## src/rtl/reg_file_pkg.sv

```systemverilog
// Shared definitions for the bypassing register file: default parameters
// and the sequencer state encoding.
package reg_file_pkg;

  localparam int DEFAULT_WIDTH    = 64;
  localparam int DEFAULT_DEPTH    = 16;
  localparam int DEFAULT_SELECT   = 4;
  localparam int DEFAULT_ZERO_REG = 0;

  // INIT sweeps the storage to zero one entry per cycle, RUN serves requests.
  typedef enum logic {
    INIT = 1'b0,
    RUN  = 1'b1
  } state_t;

endpackage

```

## src/rtl/reg_file_init_ctrl.sv

```systemverilog
// Start-up sequencer: after reset it walks an index over every register so
// the storage can be cleared, then raises ready for the rest of operation.
module reg_file_init_ctrl
  import reg_file_pkg::*;
#(
  parameter int DEPTH  = DEFAULT_DEPTH,
  parameter int SELECT = DEFAULT_SELECT
) (
  input  logic              clock,
  input  logic              reset,
  output logic              ready,
  output logic              clear_en,
  output logic [SELECT-1:0] index
);

  localparam logic [SELECT-1:0] LAST_INDEX = SELECT'(DEPTH - 1);

  state_t            state;
  state_t            state_next;
  logic [SELECT-1:0] index_next;

  // State and sweep index register; reset always restarts the sweep at entry 0.
  always_ff @(posedge clock) begin
    if (reset) begin
      state <= INIT;
      index <= '0;
    end else begin
      state <= state_next;
      index <= index_next;
    end
  end

  // Advance the sweep one entry per cycle and leave INIT once the last entry is cleared.
  always_comb begin
    state_next = state;
    index_next = index;
    ready      = 1'b0;
    clear_en   = 1'b0;
    case (state)
      INIT: begin
        clear_en = 1'b1;
        if (index == LAST_INDEX) begin
          state_next = RUN;
          index_next = '0;
        end else begin
          index_next = index + 1'b1;
        end
      end
      RUN: begin
        ready = 1'b1;
      end
      default: begin
        state_next = INIT;
        index_next = '0;
      end
    endcase
  end

endmodule

```

## src/rtl/reg_file_bypass.sv

```systemverilog
// Two-read, one-write register file with byte strobes, registered read data
// and write-to-read bypass so a same-cycle read sees the freshly merged word.
module reg_file_bypass
  import reg_file_pkg::*;
#(
  parameter int WIDTH    = DEFAULT_WIDTH,
  parameter int DEPTH    = DEFAULT_DEPTH,
  parameter int SELECT   = DEFAULT_SELECT,
  parameter int ZERO_REG = DEFAULT_ZERO_REG
) (
  input  logic                 clock,
  input  logic                 reset,
  input  logic                 cs,
  input  logic                 re,
  input  logic                 we,
  input  logic [SELECT-1:0]    read_reg1,
  input  logic [SELECT-1:0]    read_reg2,
  input  logic [SELECT-1:0]    write_register,
  input  logic [WIDTH-1:0]     write_data,
  input  logic [WIDTH/8-1:0]   write_strobe,
  output logic [WIDTH-1:0]     read_data1,
  output logic [WIDTH-1:0]     read_data2,
  output logic                 read_valid,
  output logic                 ready,
  output logic                 access_err
);

  localparam int NBYTES = WIDTH / 8;

  logic [WIDTH-1:0]  regs [DEPTH];
  logic              clear_en;
  logic [SELECT-1:0] index;
  logic              rd_accept;
  logic              wr_hit;
  logic [WIDTH-1:0]  write_word;
  logic [WIDTH-1:0]  rd_word1;
  logic [WIDTH-1:0]  rd_word2;

  // Addresses beyond the populated range behave as unbacked zero locations.
  function automatic logic addr_ok(input logic [SELECT-1:0] addr);
    return int'(addr) < DEPTH;
  endfunction

  // With ZERO_REG set, entry 0 is hardwired to zero.
  function automatic logic is_zero_reg(input logic [SELECT-1:0] addr);
    return (ZERO_REG != 0) && (addr == '0);
  endfunction

  // Replace only the bytes whose strobe bit is set.
  function automatic logic [WIDTH-1:0] merge_bytes(input logic [WIDTH-1:0]  old_word,
                                                   input logic [WIDTH-1:0]  new_word,
                                                   input logic [NBYTES-1:0] strobe);
    logic [WIDTH-1:0] result;
    result = old_word;
    for (int b = 0; b < NBYTES; b++) begin
      if (strobe[b]) result[b*8 +: 8] = new_word[b*8 +: 8];
    end
    return result;
  endfunction

  reg_file_init_ctrl #(
    .DEPTH  (DEPTH),
    .SELECT (SELECT)
  ) u_init_ctrl (
    .clock    (clock),
    .reset    (reset),
    .ready    (ready),
    .clear_en (clear_en),
    .index    (index)
  );

  assign rd_accept  = cs & re & ready & ~reset;
  assign wr_hit     = cs & we & ready & ~reset & addr_ok(write_register) & ~is_zero_reg(write_register);
  assign write_word = merge_bytes(regs[write_register], write_data, write_strobe);

  // Read-port muxes: stored word, patched with the in-flight write on an address match.
  always_comb begin
    rd_word1 = '0;
    rd_word2 = '0;
    if (addr_ok(read_reg1) && !is_zero_reg(read_reg1)) begin
      rd_word1 = regs[read_reg1];
      if (wr_hit && (read_reg1 == write_register)) rd_word1 = write_word;
    end
    if (addr_ok(read_reg2) && !is_zero_reg(read_reg2)) begin
      rd_word2 = regs[read_reg2];
      if (wr_hit && (read_reg2 == write_register)) rd_word2 = write_word;
    end
  end

  // Storage update: the start-up sweep clears entries, afterwards strobed writes merge in.
  always_ff @(posedge clock) begin
    if (clear_en) begin
      regs[index] <= '0;
    end else if (wr_hit) begin
      regs[write_register] <= write_word;
    end
  end

  // Registered read data, valid pulse and error pulse for requests made before ready.
  always_ff @(posedge clock) begin
    if (reset) begin
      read_data1 <= '0;
      read_data2 <= '0;
      read_valid <= 1'b0;
      access_err <= 1'b0;
    end else begin
      read_valid <= rd_accept;
      access_err <= cs & (re | we) & ~ready;
      if (rd_accept) begin
        read_data1 <= rd_word1;
        read_data2 <= rd_word2;
      end
    end
  end

endmodule

```

## config.mk

```make
export PLATFORM = sky130hd
export DESIGN_NAME = reg_file_bypass
export DESIGN_NICKNAME = d
export VERILOG_FILES = /design/src/rtl/reg_file_pkg.sv /design/src/rtl/reg_file_init_ctrl.sv /design/src/rtl/reg_file_bypass.sv
export SDC_FILE = /design/constraint.sdc
export NUM_CORES = 2
export LEC_CHECK = 0
export CAP_MARGIN = 20
export CORE_UTILIZATION = 55
export DETAILED_ROUTE_END_ITERATION = 10
export GPL_ROUTABILITY_DRIVEN = 0
export MAX_ROUTING_LAYER = met4
export PLACE_DENSITY = 0.73
export SYNTH_ARGS = -nofsm -noshare
export SYNTH_HDL_FRONTEND = slang
export SYNTH_SLANG_ARGS = --single-unit
```

## constraint.sdc

```tcl
create_clock -name clock -period 6 [get_ports clock]
set_clock_uncertainty 0.1 [all_clocks]
set_input_delay 0.6 -clock clock [delete_from_list [all_inputs] [get_ports clock]]
set_output_delay 0.6 -clock clock [all_outputs]
set_load 0.005 [all_outputs]
```

==> run_results.csv <==
group,metric,value,unit
synthesis,yosys.area.top_type_share,0.497,
sta,period_share,0.736,
synthesis,async_flop_share,0,
setup_path,worstPathArrival,4.62,ns
drt,drc,0,
synthesis,yosys-top-cells-area,"edfxtp_1, mux4_2, mux2i_1",
sta,tns,0,ns
cells_and_area,layout-drive-gt1-share,0.291,
grt,grt_pass1_vias,39900,
placement,post-place-ws,1.43,ns
floorplan,core-area,0.111,mm^2
cells_and_area,fin_nets,3761,
grt,gr-total-overflow,0,
sta,finalCriticalPeriod,4.42,ns
floorplan,pin_count,220,
sta,worstMarginPinSlew,1.28,ns
synthesis,syn_area_per_cell,17.3,um^2
sta,final-setup-viol-count,0,
sta,slew_viol_final,0,
synthesis,yosysUniqueCellTypes,50,
synthesis,synth_flop_cell,"edfxtp_1",
drt,finalWirelength,190000,um
setup_path,start_kind,"flop",
cells_and_area,final_cell_area,0.0696,mm^2
floorplan,num_rows,122,
clock_network,clk_pin_slew,0.06,ns
synthesis,ys_ff_latch,1159,
clock_network,cts_sinks,1159,
cells_and_area,finish.utilization,0.626,
worst_hold_path,holdCritStartpoint,"read_data1[49]",
grt,grt_max_degree,116,
synthesis,synth_edf_count,1024,
placement,dp.cells,5037,
power,power_density,263,mW/mm^2
flow_run,drv_cap,0,
status,status,"complete, no violations",
cells_and_area,register_area,0.0335,mm^2
setup_path,end_kind,"flop",
setup_path,critPathLaunch,"u_init_ctrl.state",
setup_path,crit_fanout,44,
power,fin_total_pwr,18.3,mW
floorplan,die_h,337,um
sta,fin_ws,1.58,ns
setup_path,timing.critical_path.required,6.21,ns
floorplan,die_x,337,um
cells_and_area,final_cells,5263,
drt,drtPass1Iterations,6,
clock_network,htreeDepth,3,
sta,hold-worst-slack,0.409,ns
setup_path,r2r_start,"u_init_ctrl.state",
drt,avgViaCountPerCell,7.53,
drt,drtAntennaViolNets,0,
clock_network,clk_latency,0.73,ns
sta,relSlewSlack,0.147,
floorplan,dieArea,0.114,mm^2
sta,final-hold-violation-count,0,
grt,grt_pass1_wl,275000,um
worst_hold_path,hold_path.class,"reg2reg",
sta,rsz0062_at_grt,"false",
synthesis,synth.largest_area_cell,"edfxtp_1",
grt,antenna_found_initial,3,
clock_network,cts_setup_buffers,0,
synthesis,yosysMostFrequentCell,"edfxtp_1",
drt,vias,39600,
clock_network,cts_tree,"done",
synthesis,synth_nets,3671,
synthesis,synthCells,3581,
clock_network,clock_path_buffers,3,
setup_path,criticalPathCategory,"reg2reg",
clock_network,cts_buffers,118,
synthesis,netlist_top_cells_count,"edfxtp_1, mux4_2, mux2i_1",
sta,max_freq,0.226,GHz
clock_network,cts-root-buf,"clkbuf_16",
grt,grt_util_all_layers,0.347,
power,p_leak,22.9,nW
floorplan,initial_core_util,0.557,
drt,detail_route.wl_per_cell,36.0,um
cells_and_area,multi_input_area,0.0269,mm^2
placement,io_buffers,219,
placement,placed_cell_area,0.0656,mm^2
synthesis,yosysSeqAreaShare,0.541,
power,peakVddDrop,0.247,mV
cells_and_area,area_delta_synth_final,12.5,%
synthesis,syn-cell-area,0.0619,mm^2
synthesis,synth_warnings,0,
placement,hpwl,104000,um
cells_and_area,nFillCells,7775,
drt,dr.first_iter.drc_count,5704,
-- kinds of logic (layout without fill, tap and decap cells) --
group / after synthesis / in the layout / share of synthesized area
compound gates: 396 / 396 / 0.0515
xor+xnor: 6 / 6 / 0.000849
fa+ha+maj: 1 / 1 / 0.000202
buf+inv: 403 / 594 / 0.0270
flops: 1159 / 1159 / 0.541
mux: 1202 / 1202 / 0.350
other cells: 0 / 3 / 0
simple gates: 414 / 414 / 0.0295
-- cell usage in the layout, fill, tap and decap left out, drive strengths merged, types with 14 or more instances in the layout --
master	instances
clkdlybuf4s50	207
a211oi	104
nand2	81
dfxtp	135
o22a	17
mux4	768
nor2	222
nand4	25
o21ai	15
a22oi	41
nand2b	38
clkinv	45
a311oi	24
edfxtp	1024
a221oi	47
clkbuf	165
and2	14
buf	98
mux2	26
mux2i	408
a2111oi	106
inv	66
-- worst max-delay path, cell delays in order (launching register included) --
cell      delay (ns)
dfxtp_1         0.74
nand4b_1        0.59
nor3_1          0.37
nor2_1          0.23
nor2_4          0.89
buf_4           1.00
-- power by group --
group | switching, mW | internal, mW | total, mW
Clock | 3.15 | 4.37 | 7.51
Sequential | 0.0971 | 8.84 | 8.94
Combinational | 1.07 | 0.785 | 1.86
-- area by class of cell --
cell class | count | share of cell area
Tap cell | 1488 | 0.0267
Multi-Input combinational cell | 2019 | 0.387
Antenna cell | 3 | 0.000108
Timing Repair Buffer | 307 | 0.0451
Sequential cell | 1159 | 0.481
Clock inverter | 57 | 0.00796
Inverter | 66 | 0.00363
Clock buffer | 164 | 0.0489
-- sequential cells by signal (all words and copies together) (netlist names) --
| register | cells |
|---|---|
| u_init_ctrl.state | 1 |
| read_data1 | 64 |
| u_init_ctrl.index | 4 |
| read_valid | 1 |
| read_data2 | 64 |
| access_err | 1 |
| regs | 1024 |
-- timing repair --
item | 4_1_cts | 5_1_grt
hold buffers | 1 | 0
hold endpoints to repair | 1 | 0
resized for setup | 0 | 0
-- final timing paths --
kind,to,slack (ns),cells past startpoint
setup / recovery,regs[3][30],1.58,5
hold / removal,read_data1[49],0.41,2
setup reg to reg,regs[3][30],1.58,5
hold reg to reg,read_data1[49],0.41,2
-- routing by layer --
metal,wire (um),track usage
met1,67900,0.463
met2,90000,0.530
met3,23900,0.0741
met4,7700,0.129
met5,0,-
Note: power is estimated with default switching activity, not from simulation.
